==> config.mk <==
export PLATFORM = sky130hd
export DESIGN_NAME = pipe_hazard_ctrl_flat
export DESIGN_NICKNAME = d
export VERILOG_FILES = /design/src/rtl/pipe_ctrl_pkg.sv /design/src/rtl/pipe_hazard_ctrl_if.sv /design/src/rtl/pipe_hazard_ctrl_load_use_detect.sv /design/src/rtl/pipe_hazard_ctrl.sv /design/src/flat_wrapper.sv
export SDC_FILE = /design/constraint.sdc
export NUM_CORES = 1
export LEC_CHECK = 0
export ABC_AREA = 0
export BUFFER_PORTS_ARGS = -buffer_cell sky130_fd_sc_hd__buf_2
export CAP_MARGIN = 30
export CELL_PAD_IN_SITES_DETAIL_PLACEMENT = 1
export CELL_PAD_IN_SITES_GLOBAL_PLACEMENT = 2
export CORE_MARGIN = 2
export CORE_UTILIZATION = 30
export CTS_BUF_LIST = sky130_fd_sc_hd__clkbuf_8
export DETAILED_ROUTE_END_ITERATION = 16
export PLACE_DENSITY_LB_ADDON = 0.05
export SYNTH_ARGS = -nofsm -noshare
export SYNTH_HDL_FRONTEND = slang
export SYNTH_HIERARCHICAL = 1
export SYNTH_SLANG_ARGS = --single-unit
==> constraint.sdc <==
create_clock -name clk -period 3.3 [get_ports clk]
set_input_delay 0 -clock clk [delete_from_list [all_inputs] [get_ports clk]]
set_output_delay 0 -clock clk [all_outputs]
set_load 0.005 [all_outputs]
==> src/rtl/pipe_ctrl_pkg.sv <==
// Shared types and constants for the pipeline hazard controller.
// Includes the FSM state encoding and the per-cycle enable/flush bundle.
package pipe_ctrl_pkg;

  localparam int REG_ADDR_W = 5;
  localparam logic [REG_ADDR_W-1:0] REG_X0 = 5'd0;

  typedef enum logic [1:0] {
    RUN      = 2'd0,
    MEM_WAIT = 2'd1,
    HALT     = 2'd2
  } state_e;

  typedef struct packed {
    logic en_pc;
    logic en_if_id;
    logic en_id_ex;
    logic en_ex_mem;
    logic en_mem_wb;
    logic flush_if_id;
    logic flush_id_ex;
    logic flush_ex_mem;
  } ctrl_t;

  localparam ctrl_t CTRL_FREEZE = '0;

  // Priority of the non-memory sources once memory is not holding the pipe:
  // a taken branch squashes everything younger, otherwise a load-use hazard
  // holds PC and IF/ID while a bubble goes into ID/EX.
  function automatic ctrl_t run_ctrl(input logic branch, input logic hz);
    ctrl_t c;
    c = '{en_pc: 1'b1, en_if_id: 1'b1, en_id_ex: 1'b1, en_ex_mem: 1'b1,
          en_mem_wb: 1'b1, flush_if_id: 1'b0, flush_id_ex: 1'b0,
          flush_ex_mem: 1'b0};
    if (branch) begin
      c.flush_if_id  = 1'b1;
      c.flush_id_ex  = 1'b1;
      c.flush_ex_mem = 1'b1;
    end else if (hz) begin
      c.en_pc       = 1'b0;
      c.en_if_id    = 1'b0;
      c.flush_id_ex = 1'b1;
    end
    return c;
  endfunction

endpackage

==> src/rtl/pipe_hazard_ctrl_if.sv <==
// Signal bundle between the pipeline datapath (master) and the hazard
// controller (slave): hazard sources in, register enables/flushes and status out.
interface pipe_hazard_ctrl_if
  import pipe_ctrl_pkg::*;
#(
  parameter int CNT_W = 16
);
  logic [REG_ADDR_W-1:0] id_rs1;
  logic [REG_ADDR_W-1:0] id_rs2;
  logic                  id_use_rs1;
  logic                  id_use_rs2;
  logic                  ex_memread;
  logic [REG_ADDR_W-1:0] ex_rd;
  logic                  mem_branch_taken;
  logic                  dmem_req;
  logic                  dmem_ready;

  logic en_pc, en_if_id, en_id_ex, en_ex_mem, en_mem_wb;
  logic flush_if_id, flush_id_ex, flush_ex_mem;
  logic             err;
  logic [CNT_W-1:0] stall_cnt;
  logic [CNT_W-1:0] flush_cnt;

  modport master (
    output id_rs1, id_rs2, id_use_rs1, id_use_rs2, ex_memread, ex_rd,
           mem_branch_taken, dmem_req, dmem_ready,
    input  en_pc, en_if_id, en_id_ex, en_ex_mem, en_mem_wb,
           flush_if_id, flush_id_ex, flush_ex_mem, err, stall_cnt, flush_cnt
  );

  modport slave (
    input  id_rs1, id_rs2, id_use_rs1, id_use_rs2, ex_memread, ex_rd,
           mem_branch_taken, dmem_req, dmem_ready,
    output en_pc, en_if_id, en_id_ex, en_ex_mem, en_mem_wb,
           flush_if_id, flush_id_ex, flush_ex_mem, err, stall_cnt, flush_cnt
  );
endinterface

==> src/rtl/pipe_hazard_ctrl_load_use_detect.sv <==
// Combinational load-use hazard detector: the ID instruction reads a register
// that the load currently in EX has not yet produced (x0 never hazards).
module load_use_detect
  import pipe_ctrl_pkg::*;
(
  input  logic                  i_ex_memread,
  input  logic [REG_ADDR_W-1:0] i_ex_rd,
  input  logic [REG_ADDR_W-1:0] i_id_rs1,
  input  logic [REG_ADDR_W-1:0] i_id_rs2,
  input  logic                  i_id_use_rs1,
  input  logic                  i_id_use_rs2,
  output logic                  o_hz
);
  logic w_rs1_match;
  logic w_rs2_match;

  assign w_rs1_match = i_id_use_rs1 && (i_id_rs1 == i_ex_rd);
  assign w_rs2_match = i_id_use_rs2 && (i_id_rs2 == i_ex_rd);
  assign o_hz = i_ex_memread && (i_ex_rd != REG_X0) && (w_rs1_match || w_rs2_match);
endmodule

==> src/rtl/pipe_hazard_ctrl.sv <==
// Stall/flush scheduler for PC and the four pipeline registers, with a memory
// wait-state FSM (timeout -> sticky err). Perf counters need PIPE_HAZARD_CTRL_PERF_EN.
module pipe_hazard_ctrl
  import pipe_ctrl_pkg::*;
#(
  parameter int MEM_TIMEOUT = 16,
  parameter int CNT_W       = 16
) (
  input logic               clk,
  input logic               arst_n,
  pipe_hazard_ctrl_if.slave bus
);
  localparam logic [CNT_W-1:0] TIMEOUT_C = CNT_W'(MEM_TIMEOUT);

  state_e           r_state, w_state_nxt;
  logic [CNT_W-1:0] r_wait_cnt, w_wait_nxt, w_wait_inc;
  logic             r_err, w_err_nxt;
  logic             w_hz;
  logic             w_mem_busy;
  ctrl_t            w_ctrl_raw, w_ctrl;

  load_use_detect u_load_use_detect (
    .i_ex_memread (bus.ex_memread),
    .i_ex_rd      (bus.ex_rd),
    .i_id_rs1     (bus.id_rs1),
    .i_id_rs2     (bus.id_rs2),
    .i_id_use_rs1 (bus.id_use_rs1),
    .i_id_use_rs2 (bus.id_use_rs2),
    .o_hz         (w_hz)
  );

  assign w_mem_busy = bus.dmem_req && !bus.dmem_ready;
  assign w_wait_inc = r_wait_cnt + CNT_W'(1);

  // NOTE: every variable gets a default before the case so no path leaves it
  // unassigned; otherwise synthesis infers a latch.
  always_comb begin
    w_state_nxt = r_state;
    w_wait_nxt  = r_wait_cnt;
    w_err_nxt   = r_err;
    w_ctrl_raw  = CTRL_FREEZE;
    case (r_state)
      RUN: begin
        if (w_mem_busy) begin
          w_state_nxt = MEM_WAIT;
          w_wait_nxt  = CNT_W'(1);
        end else begin
          w_ctrl_raw = run_ctrl(bus.mem_branch_taken, w_hz);
        end
      end
      MEM_WAIT: begin
        if (!bus.dmem_ready) begin
          w_wait_nxt = w_wait_inc;
          if (w_wait_inc >= TIMEOUT_C) begin
            w_state_nxt = HALT;
            w_err_nxt   = 1'b1;
          end
        end else begin
          // Upstream was frozen, so any branch/hazard seen now is the one held
          // through the wait and is serviced on this ready cycle.
          w_ctrl_raw  = run_ctrl(bus.mem_branch_taken, w_hz);
          w_state_nxt = RUN;
          w_wait_nxt  = '0;
        end
      end
      HALT: begin
        w_err_nxt = 1'b1;
      end
      default: begin
        w_state_nxt = RUN;
        w_wait_nxt  = '0;
      end
    endcase
  end

  // Reset freezes the whole pipe immediately, not at the next edge.
  assign w_ctrl = arst_n ? w_ctrl_raw : CTRL_FREEZE;

  // NOTE: sequential state uses non-blocking assignments so every flop samples
  // pre-edge values regardless of statement order.
  always_ff @(posedge clk or negedge arst_n) begin
    if (!arst_n) begin
      r_state    <= RUN;
      r_wait_cnt <= '0;
      r_err      <= 1'b0;
    end else begin
      r_state    <= w_state_nxt;
      r_wait_cnt <= w_wait_nxt;
      r_err      <= w_err_nxt;
    end
  end

  assign bus.en_pc        = w_ctrl.en_pc;
  assign bus.en_if_id     = w_ctrl.en_if_id;
  assign bus.en_id_ex     = w_ctrl.en_id_ex;
  assign bus.en_ex_mem    = w_ctrl.en_ex_mem;
  assign bus.en_mem_wb    = w_ctrl.en_mem_wb;
  assign bus.flush_if_id  = w_ctrl.flush_if_id;
  assign bus.flush_id_ex  = w_ctrl.flush_id_ex;
  assign bus.flush_ex_mem = w_ctrl.flush_ex_mem;
  assign bus.err          = r_err;

`ifdef PIPE_HAZARD_CTRL_PERF_EN
  logic [CNT_W-1:0] r_stall_cnt;
  logic [CNT_W-1:0] r_flush_cnt;

  // flush_ex_mem is raised only by a taken branch, so it marks flush events.
  always_ff @(posedge clk or negedge arst_n) begin
    if (!arst_n) begin
      r_stall_cnt <= '0;
      r_flush_cnt <= '0;
    end else begin
      if (!w_ctrl.en_pc && (r_stall_cnt != '1)) r_stall_cnt <= r_stall_cnt + CNT_W'(1);
      if (w_ctrl.flush_ex_mem && (r_flush_cnt != '1)) r_flush_cnt <= r_flush_cnt + CNT_W'(1);
    end
  end

  assign bus.stall_cnt = r_stall_cnt;
  assign bus.flush_cnt = r_flush_cnt;
`else
  assign bus.stall_cnt = '0;
  assign bus.flush_cnt = '0;
`endif

endmodule

==> src/flat_wrapper.sv <==
// flat-port wrapper written by rule: the top's interface ports become plain ports
module pipe_hazard_ctrl_flat import pipe_ctrl_pkg::*;
#(
  parameter int MEM_TIMEOUT = 16,
  parameter int CNT_W       = 16
)
  (clk, arst_n, bus_id_rs1, bus_id_rs2, bus_id_use_rs1, bus_id_use_rs2, bus_ex_memread, bus_ex_rd, bus_mem_branch_taken, bus_dmem_req, bus_dmem_ready, bus_en_pc, bus_en_if_id, bus_en_id_ex, bus_en_ex_mem, bus_en_mem_wb, bus_flush_if_id, bus_flush_id_ex, bus_flush_ex_mem, bus_err, bus_stall_cnt, bus_flush_cnt);
  pipe_hazard_ctrl_if #(.CNT_W(CNT_W)) bus_i ();
  input logic clk;
  input logic arst_n;
  input wire logic [$bits(bus_i.id_rs1)-1:0] bus_id_rs1;
  input wire logic [$bits(bus_i.id_rs2)-1:0] bus_id_rs2;
  input wire logic [$bits(bus_i.id_use_rs1)-1:0] bus_id_use_rs1;
  input wire logic [$bits(bus_i.id_use_rs2)-1:0] bus_id_use_rs2;
  input wire logic [$bits(bus_i.ex_memread)-1:0] bus_ex_memread;
  input wire logic [$bits(bus_i.ex_rd)-1:0] bus_ex_rd;
  input wire logic [$bits(bus_i.mem_branch_taken)-1:0] bus_mem_branch_taken;
  input wire logic [$bits(bus_i.dmem_req)-1:0] bus_dmem_req;
  input wire logic [$bits(bus_i.dmem_ready)-1:0] bus_dmem_ready;
  output wire logic [$bits(bus_i.en_pc)-1:0] bus_en_pc;
  output wire logic [$bits(bus_i.en_if_id)-1:0] bus_en_if_id;
  output wire logic [$bits(bus_i.en_id_ex)-1:0] bus_en_id_ex;
  output wire logic [$bits(bus_i.en_ex_mem)-1:0] bus_en_ex_mem;
  output wire logic [$bits(bus_i.en_mem_wb)-1:0] bus_en_mem_wb;
  output wire logic [$bits(bus_i.flush_if_id)-1:0] bus_flush_if_id;
  output wire logic [$bits(bus_i.flush_id_ex)-1:0] bus_flush_id_ex;
  output wire logic [$bits(bus_i.flush_ex_mem)-1:0] bus_flush_ex_mem;
  output wire logic [$bits(bus_i.err)-1:0] bus_err;
  output wire logic [$bits(bus_i.stall_cnt)-1:0] bus_stall_cnt;
  output wire logic [$bits(bus_i.flush_cnt)-1:0] bus_flush_cnt;
  assign bus_i.id_rs1 = bus_id_rs1;
  assign bus_i.id_rs2 = bus_id_rs2;
  assign bus_i.id_use_rs1 = bus_id_use_rs1;
  assign bus_i.id_use_rs2 = bus_id_use_rs2;
  assign bus_i.ex_memread = bus_ex_memread;
  assign bus_i.ex_rd = bus_ex_rd;
  assign bus_i.mem_branch_taken = bus_mem_branch_taken;
  assign bus_i.dmem_req = bus_dmem_req;
  assign bus_i.dmem_ready = bus_dmem_ready;
  assign bus_en_pc = bus_i.en_pc;
  assign bus_en_if_id = bus_i.en_if_id;
  assign bus_en_id_ex = bus_i.en_id_ex;
  assign bus_en_ex_mem = bus_i.en_ex_mem;
  assign bus_en_mem_wb = bus_i.en_mem_wb;
  assign bus_flush_if_id = bus_i.flush_if_id;
  assign bus_flush_id_ex = bus_i.flush_id_ex;
  assign bus_flush_ex_mem = bus_i.flush_ex_mem;
  assign bus_err = bus_i.err;
  assign bus_stall_cnt = bus_i.stall_cnt;
  assign bus_flush_cnt = bus_i.flush_cnt;
  pipe_hazard_ctrl #(.MEM_TIMEOUT(MEM_TIMEOUT), .CNT_W(CNT_W)) u_core (.clk(clk), .arst_n(arst_n), .bus(bus_i));
endmodule
==> results.md, run 1 <==
- Status: complete, no violations
- Endpoints failing setup: 0
- Post-Syn Area per Cell: 8.23 sq um
- Vias in the first global route: 1438
- CTS tree: built
- Fin Setup TNS: 0 ns
- RSZ-0062 raised after global routing: false
- Die area: roughly 0.006 sq mm
- Most used DFF post-synth: dfrtp_1
- Synthesis-stage register bit count: 19
- Post-synth top area share: 29.3%
- First drt pass iteration count: 4
- Max Clock Skew: 0.00346 ns
- DRT antenna net count: 0
- Worst setup EP type: register
- IO Port Bufs: 31
- Final period util: 68.2%
- Number of synthesis warnings: 6
- Drt total wl: 4.19 mm
- # diodes: 0
- Crit Path Max Fanout: 9
- Max VDD drop: 0.173 mV
- Unique cell type count in the Yosys netlist: 41
- Largest net degree at the start of global routing: 21
- Die X: 77.5 um
- Clock transition at path regs: roughly 0.080 ns
- Crit path max-delay cell type: dfrtp_1
- 1st-iter DRT viols: 94
- Post-DP HPWL: 3.13 mm
- Static Leak: 0.810 nW
- Fmax: 444 MHz
- Slew margin rel.: 35.2%
- Vias/cell: 4.86
- Share of cells above drive strength 1: roughly a fifth
- Synth top area cells: dfrtp_1 (29%), buf_4 (17%), xor2_1 (5.4%)
- Gate Count Post-Synth: a little under 200
- Final Wtd Congestion: 0.806
- Post-synth EDFFs: 0
- CTS buffer count: 3
- Initial Util: between 30% and 40%
- Placed cell areas: 0.00168 sq mm
- Final Critical Period: 2.25 ns
- Final net count: ~250
- Final hold vios: 0
- Core Area: 0.00517 sq mm
- GRT Total Usage: 14.5%
- Die H: 77.5 um
- Post-CTS Setup Repair Bufs: 0
- WL per Instance: 14.4 um
- WP data arrival: 2.38 ns
- Async SR Flop Fraction: 100%
- Post-Syn Area: 0.00162 sq mm
- CP max stage delay: approximately 0.48 ns
- Clk Latency, worst-skew pair: between 0.2 and 0.3 ns
- Initial antenna violation count: 0
- Post-route cell area: 0.00174 sq mm
- H-tree levels: 1
- Total gr overflow: 0
- Critical Path RT: 3.43 ns
- CTS Root Cell: clkbuf_8
- Yosys top cell by area: dfrtp_1
- Post_cts resized: 0
- DR DRC count: 0
- CP Cell Sequence: ha_1 > and3_4 > or4_1 > a31o_1 > nor4_2 > o21ai_1
- Crit start category: register
- Num rows: 26
- Worst slew pin tran: 0.967 ns
- Via Count: 1413
- Sequential element share of the synthesized area: 29.3%
- Number of I/O pins: 64
- Pwr dens: 377 mW/mm^2
- Max_cap viols: 0
- Hold crit path type: input pin to register
- Clk sinks: 19
- Crit Path Category: register to register
- Global-route wire length before repair: between 7 and 8 mm
- Fin. max-slew vios: 0
- CTS Buffer Depth: 2
- Area grow syn2layout: 7.48%
-- routing by layer --
metal / routed length [um] / track usage, % / share of wire, % / up-vias
li1: - / - / - / 682
met2: 2060 / 25.3 / 49 / 35
met4: 11 / 2.32 / 0.26 / 0
met3: 169 / 2.56 / 4.0 / 2
met5: 0 / 0 / 0 / -
met1: 1940 / 19.0 / 46 / 694
-- synth_stat cells (4+ instances only) --
master and number:
dfrtp_1 19, o21ai_0 15, nand4_1 7, nand2_1 7, xnor2_1 4, xor2_1 10
a31oi_1 4, nand3_1 11, a21oi_1 12, nor2_1 14, o21ai_1 11, buf_4 36
clkbuf_1 5
-- where the power goes --
| part | internal (mW) | switching, mW | total [mW] |
|---|---|---|---|
| Combinational | 0.0728 | 0.119 | 0.192 |
| Clock | 0.0831 | 0.0868 | 0.170 |
| Sequential | 0.253 | 0.0418 | 0.295 |
-- worst max-delay path: cells and delay by family, from the launching register on --
| kind | cells | cell delay, ns |
|---|---|---|
| AND/OR/NAND/NOR | 3 | 0.99 |
| flip-flops | 1 | 0.48 |
| adder cells (fa/ha/maj) | 1 | 0.32 |
| AO/OA/AOI/OAI | 2 | 0.32 |
-- flip-flops by register name (all words and copies together) (netlist names) --
register           count
u_core/r_state         2
u_core/bus.err         1
u_core/r_wait_cnt     16
-- final timing paths --
kind | from | cells after the start | slack (ns) | to
worst max-delay path | u_core/r_wait_cnt[0]$_DFFE_PN0P_ | 6 | 1.05 | u_core/bus.err$_DFFE_PN0P_
worst min-delay path | bus_dmem_ready | 3 | 0.1 | u_core/r_wait_cnt[0]$_DFFE_PN0P_
worst max register to register | u_core/r_wait_cnt[0]$_DFFE_PN0P_ | 6 | 1.05 | u_core/bus.err$_DFFE_PN0P_
worst min register to register | u_core/bus.err$_DFFE_PN0P_ | 2 | 0.49 | u_core/bus.err$_DFFE_PN0P_
max in group asynchronous | arst_n | 2 | 2.75 | u_core/r_wait_cnt[3]$_DFFE_PN0P_
min in group asynchronous | arst_n | 2 | 0.22 | u_core/r_wait_cnt[0]$_DFFE_PN0P_
-- logic make-up after synthesis --
logic type               share of synthesized area, %
XOR/XNOR                                         7.56
other                                           0.231
multiplexers                                    0.617
buffers and inverters                            20.1
adder cells (fa/ha/maj)                          1.54
AO/OA/AOI/OAI                                    18.4
flip-flops                                       29.3
AND/OR/NAND/NOR                                  22.1
-- cells in the final DEF, fill, tap and decap left out, types with 2 or more instances in the layout --
cell type	count
or4_1	2
a22o_1	2
conb_1	32
dlygate4sd3_1	2
o21ai_1	11
and3_1	2
xnor2_1	4
inv_1	4
xor2_1	10
nor4_1	2
nand4_1	7
clkbuf_8	3
nand3_1	11
and4_1	2
nor3_2	2
nor3_1	2
a31oi_1	4
a21oi_1	12
nand2_1	7
nor4_2	2
a31o_1	2
ha_1	2
dfrtp_1	19
buf_2	31
o21ai_0	15
nor2_1	14
-- timing repair --
action	4_1_cts	5_1_grt
endpoints found under the setup margin	0	0
hold endpoints to repair	20	0
hold buffers	2	0
-- final cells by class --
cell class | count | area (sq um)
fillers | 655 | 3430
multi-input cells | 161 | 941
flip-flops and latches | 19 | 475
repair buffers | 34 | 183
well taps | 70 | 87.6
clock buffers | 3 | 41.3
inverters | 3 | 11.3
clock inverters | 1 | 3.75
-- stage by stage --
step / power [mW] / setup WS [ns] / util (%) / hold slack, ns / cells
6_report: 0.657 / 1.05 / 33.7 / 0.0958 / 291
5_1_grt: 0.705 / 0.860 / 33.7 / 0.106 / 291
4_1_cts: 0.665 / 1.05 / 33.7 / 0.0877 / 291
3_5_place_dp: 0.490 / 1.07 / 32.4 / -0.00705 / 285
3_3_place_gp: 0.483 / 1.16 / 32.4 / -0.0216 / 285
2_1_floorplan: 0.443 / 1.27 / - / -0.296 / 228
(Power assumes the default switching activity.)
==> run 2: changes to the inputs <==
--- a/config.mk
+++ b/config.mk
@@ -5,13 +5,13 @@
 export SDC_FILE = /design/constraint.sdc
 export NUM_CORES = 1
 export LEC_CHECK = 0
-export ABC_AREA = 0
+export ABC_AREA = 1
 export BUFFER_PORTS_ARGS = -buffer_cell sky130_fd_sc_hd__buf_2
 export CAP_MARGIN = 30
 export CELL_PAD_IN_SITES_DETAIL_PLACEMENT = 1
 export CELL_PAD_IN_SITES_GLOBAL_PLACEMENT = 2
 export CORE_MARGIN = 2
-export CORE_UTILIZATION = 30
+export CORE_UTILIZATION = 25
 export CTS_BUF_LIST = sky130_fd_sc_hd__clkbuf_8
 export DETAILED_ROUTE_END_ITERATION = 16
 export PLACE_DENSITY_LB_ADDON = 0.05
==> constraint.sdc (replaced) <==
create_clock -name clk -period 2.1 [get_ports clk]
set_input_delay 0 -clock clk [delete_from_list [all_inputs] [get_ports clk]]
set_output_delay 0 -clock clk [all_outputs]
set_load 0.005 [all_outputs]
==> run 2 against run 1 <==
- design area up 7.5%
- final cell count up 33%
- global-route usage fell by 0.67 points
- routed wire length grew 15%
- highest routed layer unchanged
==> results.md, run 2 <==
- Sequential Power Share: 50.9% (+6.0 points)
- Crit Path Max Fanout: 6 (-3)
- Max reg flops: 16 (unchanged)
- Clock transition at path regs: 0.08 ns (about the same)
- Hold path depth: 3 (unchanged)
- Synth top area cells: dfrtp_1 (28%), nand2_1 (19%), buf_4 (16%)
- Clk Latency, worst-skew pair: 0.26 ns (about the same)
- WL per Instance: 12.5 um (-13%)
- WHS Endpoint: u_core/r_wait_cnt[0]$_DFFE_PN0P_
- Initial antenna violation count: 0 (unchanged)
- Layout fillers: 897 (+37%)
- Post-synth top area share: 27.8% (-1.5 points)
- Num rows: 30 (+15%)
- Most common cell after layout, fill and taps aside: nand2_1
- CTS Root Cell: clkbuf_8
- 1st-iter DRT viols: 36 (-62%)
- Clk sinks: 19 (unchanged)
- Number of synthesis warnings: 6 (unchanged)
- Unique cell type count in the Yosys netlist: 20 (-51%)
- Vias in the first global route: 1614 (+12%)
- Fin util: 27.9% (-5.8 points)
- Synthesis-stage register bit count: 19 (unchanged)
- Gate Count Post-Synth: 275 (+40%)
- Status: complete, no violations
- Final Critical Period: 1.70 ns (-0.548 ns)
- Worst r2r src: u_core/r_wait_cnt[0]$_DFFE_PN0P_
- DR DRC count: 0 (unchanged)
- Crit Path Category: register to register
- CTS buffer count: 3 (unchanged)
- Switching share of power: 27.0% (-11 points)
- CTS tree: built
- Count leader, synth: nand2_1
- Fmax: 587 MHz (+32%)
- Crit start category: register
- Final hold vios: 0 (unchanged)
- Largest net degree at the start of global routing: 20 (-4.8%)
- Share of cells above drive strength 1: 17.0% (-2.9 points)
- Drt total wl: 4.81 mm (+15%)
- Hold crit path type: input pin to register
- Clk network pwr share: 37.1% (+11 points)
- Final period util: 81.1% (+13 points)
- Top reg by flops: u_core/r_wait_cnt
- Hold Path Origin: bus_dmem_req
- Die area: 0.00752 sq mm (+25%)
- H-tree levels: 1 (unchanged)
- CTS Buffer Depth: 2 (unchanged)
- Via Count: 1641 (+16%)
- Sequential element share of the synthesized area: 27.8% (-1.5 points)
- Commonest cells after routing, fill and taps aside: nand2_1 (88), inv_1 (38), conb_1 (32), buf_2 (31), nor2_1 (25)
- Net load switching power: 195 uW (-21%)
- RSZ-0062 raised after global routing: false
- Post-synth EDFFs: 0 (unchanged)
- Fin Setup TNS: 0 ns (unchanged)
- Critical Path RT: 2.26 ns (-1.17 ns)
- Global-route wire length before repair: 8.02 mm (+13%)
- Post-Syn Area: 0.00171 sq mm (+5.5%)
- Post_cts resized: 0 (unchanged)
- Reg2reg end: u_core/bus.err$_DFFE_PN0P_
- GRT Total Usage: 13.8% (-0.67 points)
- Worst setup EP type: register
- Die X: 86.7 um (+12%)
- WP data arrival: 1.86 ns (-0.52 ns)
- Post-Syn Area per Cell: 6.22 sq um (-24%)
- Max_cap viols: 0 (unchanged)
- Yosys top cell by area: dfrtp_1
- Post-CTS Setup Repair Bufs: 0 (unchanged)
- Max VDD drop: 0.189 mV (+9.1%)
- Async SR Flop Fraction: 100% (unchanged)
- IO Port Bufs: 31 (unchanged)
- Pint: 527 uW (+29%)
- FF-to-FF setup slack: 0.40 ns (-0.65 ns)
- Vias/cell: 4.25 (-12%)
- Area grow syn2layout: 9.51%
- Pwr dens: 386 mW/mm^2 (+2.4%)
- Number of I/O pins: 64 (unchanged)
- # diodes: 0 (unchanged)
- Worst slew pin tran: 0.537 ns (-0.430 ns)
- Total gr overflow: 0 (unchanged)
- Fin. max-slew vios: 0 (unchanged)
- Most frequent cells after synthesis: nand2_1 (88), inv_1 (37), buf_4 (36), nor2_1 (25), dfrtp_1 (19)
- Initial Util: 25.5% (-5.9 points)
- Core Area: 0.00672 sq mm (+30%)
- Die H: 86.7 um (+12%)
- Most used DFF post-synth: dfrtp_1
- DRT antenna net count: 0 (unchanged)
- Logic gate share of total power: 12.0% (-17 points)
- Final Wtd Congestion: 0.718 (-11%)
- Slew margin rel.: 64.2% (+29 points)
- Worst Reg-to-Reg Cells: 12 (+6)
- Post-DP HPWL: 3.91 mm (+25%)
- First drt pass iteration count: 4 (unchanged)
- Final net count: 332 (+34%)
- Endpoints failing setup: 0 (unchanged)
- Static Leak: 1.11 nW (+37%)
- Max Clock Skew: 0.00547 ns (+0.00201 ns)
[run 2: cell count changes in the layout (fill, tap and decap cells not counted), sizes merged, moves of 3 or more]
cell / delta
nor4: -4
inv: +36
a21oi: -7
o22ai: +3
o21ai: -8
and3: -3
a31oi: -3
nor3: -5
nor2: +18
nand2: +87
xnor2: -4
xor2: -10
[run 2: power groups by stage]
stage	Sequential, mW	Combinational (mW)	Clock (mW)
final	0.368	0.0865	0.268
after global routing	0.368	0.103	0.296
after CTS	0.368	0.0885	0.285
after detailed placement	0.375	0.0868	0
after global placement	0.375	0.0860	0
after floorplan	0.375	0.0856	0
[run 2: layout make-up]
type | count | area [sq um] | area share, %
Inverter | 39 | 146 | 7.82
Sequential cell | 19 | 475 | 25.4
Timing Repair Buffer | 34 | 180 | 9.62
Tap cell | 80 | 100 | 5.34
Multi-Input combinational cell | 210 | 926 | 49.4
Clock inverter | 1 | 3.75 | 0.200
Clock buffer | 3 | 41.3 | 2.20
[run 2: cell families (layout without fill, tap and decap cells)]
group                    count (synthesis)  in the layout  synth area share [%]
other                                    1             32                 0.219
flip-flops                              19             19                  27.8
AND/OR/NAND/NOR                        149            149                  37.5
AO/OA/AOI/OAI                           27             27                  8.19
adder cells (fa/ha/maj)                  2              2                  1.46
buffers and inverters                   77             77                  24.9
[run 2: metal layers]
metal | up-vias | GRT usage (%) | wire, um
li1 | 842 | - | -
met5 | - | 0 | 0
met4 | 0 | 3.84 | 48
met1 | 763 | 18.9 | 2390
met3 | 4 | 2.10 | 152
met2 | 32 | 22.5 | 2230
[run 2: worst max-delay path by stage]
stage	startpoint	to	cells after the start
6_report	u_core/r_wait_cnt[0]$_DFFE_PN0P_	u_core/bus.err$_DFFE_PN0P_	12
5_1_grt	u_core/r_wait_cnt[0]$_DFFE_PN0P_	u_core/bus.err$_DFFE_PN0P_	12
4_1_cts	u_core/r_wait_cnt[0]$_DFFE_PN0P_	u_core/bus.err$_DFFE_PN0P_	12
3_5_place_dp	u_core/r_wait_cnt[0]$_DFFE_PN0P_	u_core/bus.err$_DFFE_PN0P_	12
3_3_place_gp	u_core/r_wait_cnt[0]$_DFFE_PN0P_	u_core/bus.err$_DFFE_PN0P_	12
2_1_floorplan	u_core/r_wait_cnt[0]$_DFFE_PN0P_	u_core/bus.err$_DFFE_PN0P_	12
[run 2: timing repair]
item	4_1_cts	5_1_grt
endpoints found under the setup margin	0	0
hold endpoints to repair	19	0
hold buffers	1	0
[run 2: critical path, cell delays in order, from the launching register on]
cell and delay (ns):
dfrtp_1 0.43, ha_1 0.21, nand2_2 0.10, nor2_2 0.20, nand2_1 0.08, nand2_1 0.06
nand2_1 0.06, nor2_1 0.10, nand2_1 0.07, nor2_2 0.10, nand2_1 0.06, nand2_1 0.07
nand2_1 0.05
[run 2: stage by stage]
stage / power, mW / hold WS [ns] / std cells / instance area (sq um) / setup WS (ns)
floorplan: 0.461 / -0.296 / 306 / 1830 / 0.590
global placement: 0.461 / 0.0983 / 381 / 1820 / 0.434
detailed placement: 0.462 / 0.0978 / 381 / 1820 / 0.393
CTS: 0.741 / 0.0330 / 386 / 1870 / 0.377
global route: 0.767 / 0.0514 / 386 / 1870 / 0.0888
finish: 0.723 / 0.0353 / 386 / 1870 / 0.397
==> run 3: changes to the inputs <==
--- a/config.mk
+++ b/config.mk
@@ -11,7 +11,7 @@
 export CELL_PAD_IN_SITES_DETAIL_PLACEMENT = 1
 export CELL_PAD_IN_SITES_GLOBAL_PLACEMENT = 2
 export CORE_MARGIN = 2
-export CORE_UTILIZATION = 25
+export CORE_UTILIZATION = 23
 export CTS_BUF_LIST = sky130_fd_sc_hd__clkbuf_8
 export DETAILED_ROUTE_END_ITERATION = 16
 export PLACE_DENSITY_LB_ADDON = 0.05
==> constraint.sdc (replaced) <==
create_clock -name clk -period 1.5 [get_ports clk]
set_input_delay 0 -clock clk [delete_from_list [all_inputs] [get_ports clk]]
set_output_delay 0 -clock clk [all_outputs]
set_load 0.005 [all_outputs]
==> run 3 against run 2 <==
- the flow now finishes with violations (negative setup slack)
- utilization grew 3.0 points
- non-clock buffer count grew 27
- design area grew 19%
- critical path type unchanged
- largest power group unchanged
==> results.md, run 3 (synthesized netlist as in run 2, its figures left out) <==
- Max Clock Skew: 0.00565 ns (+0.000172 ns)
- Fmax: 603 MHz (+2.7%)
- Final net count: 359 (+8.1%)
- Crit Path Category: register to register
- Switching share of power: 27.2% (+0.18 points)
- Worst setup EP type: register
- Endpoints failing setup: 3 (+3)
- Sequential Power Share: 50.2% (-0.7 points)
- CP max stage delay: 0.42 ns (about the same)
- Final hold vios: 0 (unchanged)
- Slack of the critical path: -0.158 ns (-0.555 ns)
- CTS Root Cell: clkbuf_8
- Pwr Total: 1.03 mW (+42%)
- Final Wtd Congestion: 0.721 (+0.38%)
- Hold crit path type: input pin to register
- 1st-iter DRT viols: 49 (+36%)
- CTS tree: built
- Top reg by flops: u_core/r_wait_cnt
- Clk Latency, worst-skew pair: 0.26 ns (about the same)
- Crit path buf inv count: 1 (+1)
- Share of cells above drive strength 1: 30.3% (+13 points)
- Crit-path leading delay family: simple AND/OR/NAND/NOR gates
- Die X: 90.2 um (+4.1%)
- Status: finished, violations left
- Crit path max-delay cell type: dfrtp_1
- Die area: 0.00814 sq mm (+8.3%)
- Clk network pwr share: 37.1% (about the same)
- WL per Instance: 11.5 um (-7.5%)
- RSZ-0062 raised after global routing: true
- # diodes: 0 (unchanged)
- H-tree levels: 1 (unchanged)
- Post-DP HPWL: 4.03 mm (+3.2%)
- CTS buffer count: 3 (unchanged)
- DRT antenna net count: 0 (unchanged)
- Commonest cells after routing, fill and taps aside: nand2_1 (82), inv_1 (36), conb_1 (32), buf_2 (31), buf_4 (26)
- Largest net degree at the start of global routing: 20 (unchanged)
- Clock transition at path regs: 0.08 ns (about the same)
- Max_cap viols: 0 (unchanged)
- Net load switching power: 279 uW (+43%)
- Total gr overflow: 0 (unchanged)
- Num rows: 31 (+3.3%)
- Global-route wire length before repair: 8.60 mm (+7.2%)
- WHS: 0.0212 ns (-0.0141 ns)
- Post-route cell area: 0.00223 sq mm (+19%)
- Final Critical Period: 1.66 ns (-0.0453 ns)
- IO Port Bufs: 31 (unchanged)
- Vias/cell: 3.95 (-7.1%)
- Crit start category: register
- Crit Path Max Fanout: 7 (+1)
- Initial Util: 23.7% (-1.7 points)
- Logic gate share of total power: 12.7% (+0.7 points)
- Pint: 747 uW (+42%)
- Static Leak: 1.25 nW (+13%)
- Area grow syn2layout: 30.1%
- Vias in the first global route: 1791 (+11%)
- CTS Buffer Depth: 2 (unchanged)
- Final period util: 111% (+29 points)
- Critical Path RT: 1.66 ns (-0.60 ns)
- Max VDD drop: 0.152 mV (-19%)
- Most common cell after layout, fill and taps aside: nand2_1
- Pwr dens: 461 mW/mm^2 (+19%)
- Number of I/O pins: 64 (unchanged)
- Core Area: 0.00721 sq mm (+7.4%)
- Via Count: 1707 (+4.0%)
- Clk sinks: 19 (unchanged)
- GRT Total Usage: 13.0% (-0.80 points)
- Initial antenna violation count: 0 (unchanged)
- First drt pass iteration count: 4 (unchanged)
- DR DRC count: 0 (unchanged)
- CP Cell Sequence: buf_6 > nand2_4 > nor2_4 > nand2_2 > nand2_2 > nand2_2 > nor2_2 > nand3_2 > nor2_4 > nand2_1 > nand2_1 > nand2_1
- Placed cell areas: 0.00203 sq mm (+12%)
- Violated checks: negative setup slack
- Drt total wl: 4.98 mm (+3.5%)
- Die H: 90.2 um (+4.1%)
- Max reg flops: 16 (unchanged)
- Layout fillers: 981 (+9.4%)
- Fin. max-slew vios: 0 (unchanged)
- WP data arrival: 1.82 ns (-0.04 ns)
run 3: path summary, 6_finish.rpt:
| kind | from | endpoint | slack [ns] | cells after the start |
|---|---|---|---|---|
| max | u_core/r_wait_cnt[1]$_DFFE_PN0P_ | u_core/bus.err$_DFFE_PN0P_ | -0.16 | 12 |
| min in group asynchronous | arst_n | u_core/r_wait_cnt[0]$_DFFE_PN0P_ | 0.30 | 3 |
| min | bus_dmem_req | u_core/r_state[0]$_DFFE_PN0P_ | 0.02 | 3 |
| max reg2reg | u_core/r_wait_cnt[1]$_DFFE_PN0P_ | u_core/bus.err$_DFFE_PN0P_ | -0.16 | 12 |
| max in group asynchronous | arst_n | u_core/r_wait_cnt[2]$_DFFE_PN0P_ | 0.96 | 3 |
| min reg2reg | u_core/bus.err$_DFFE_PN0P_ | u_core/bus.err$_DFFE_PN0P_ | 0.48 | 2 |
run 3: cell type report:
class                   count  area (sq um)  area share (%)
flip-flops and latches     19           478            21.5
inverters                  39           146            6.58
multi-input cells         210          1030            46.2
well taps                  99           124            5.56
clock inverters             1          5.00           0.225
clock buffers               3          41.3            1.85
repair buffers             61           403            18.1
run 3: power by group through the flow:
stage	combinational (mW)	sequential (mW)	clock [mW]
floorplan	0.120	0.525	0
global placement	0.125	0.524	0
detailed placement	0.126	0.524	0
CTS	0.129	0.514	0.405
global route	0.154	0.515	0.419
finish	0.130	0.515	0.380
run 3: stage by stage:
step                      setup slack (ns)  instances  utilization [%]  TNS (ns)
after CTS                           -0.179        430             29.9    -0.483
after floorplan                    0.00657        306                -         0
after global placement              -0.190        422             28.2    -0.526
final                               -0.158        432             30.9    -0.412
after detailed placement            -0.223        422             28.2    -0.610
after global routing                -0.283        432             30.9    -0.925
run 3: metal layers:
metal	track usage, %	share of wire [%]	vias up
met2	22.8	47	35
li1	-	-	897
met5	0	0	-
met3	2.18	3.2	2
met1	17.0	49	773
met4	2.31	0.72	0
run 3: worst reg2reg max path, cell delays in order, from the launching register on:
cell	delay, ns
dfrtp_1	0.42
buf_6	0.14
nand2_4	0.05
nor2_4	0.18
nand2_2	0.11
nand2_2	0.07
nand2_2	0.06
nor2_2	0.12
nand3_2	0.10
nor2_4	0.12
nand2_1	0.06
nand2_1	0.07
nand2_1	0.05
run 3: what timing repair did:
action,4_1_cts,5_1_grt
setup buffers,3,2
pin swaps,10,13
setup endpoints to repair,4,13
hold endpoints to repair,19,0
resized for setup,13,17
hold buffers,1,0
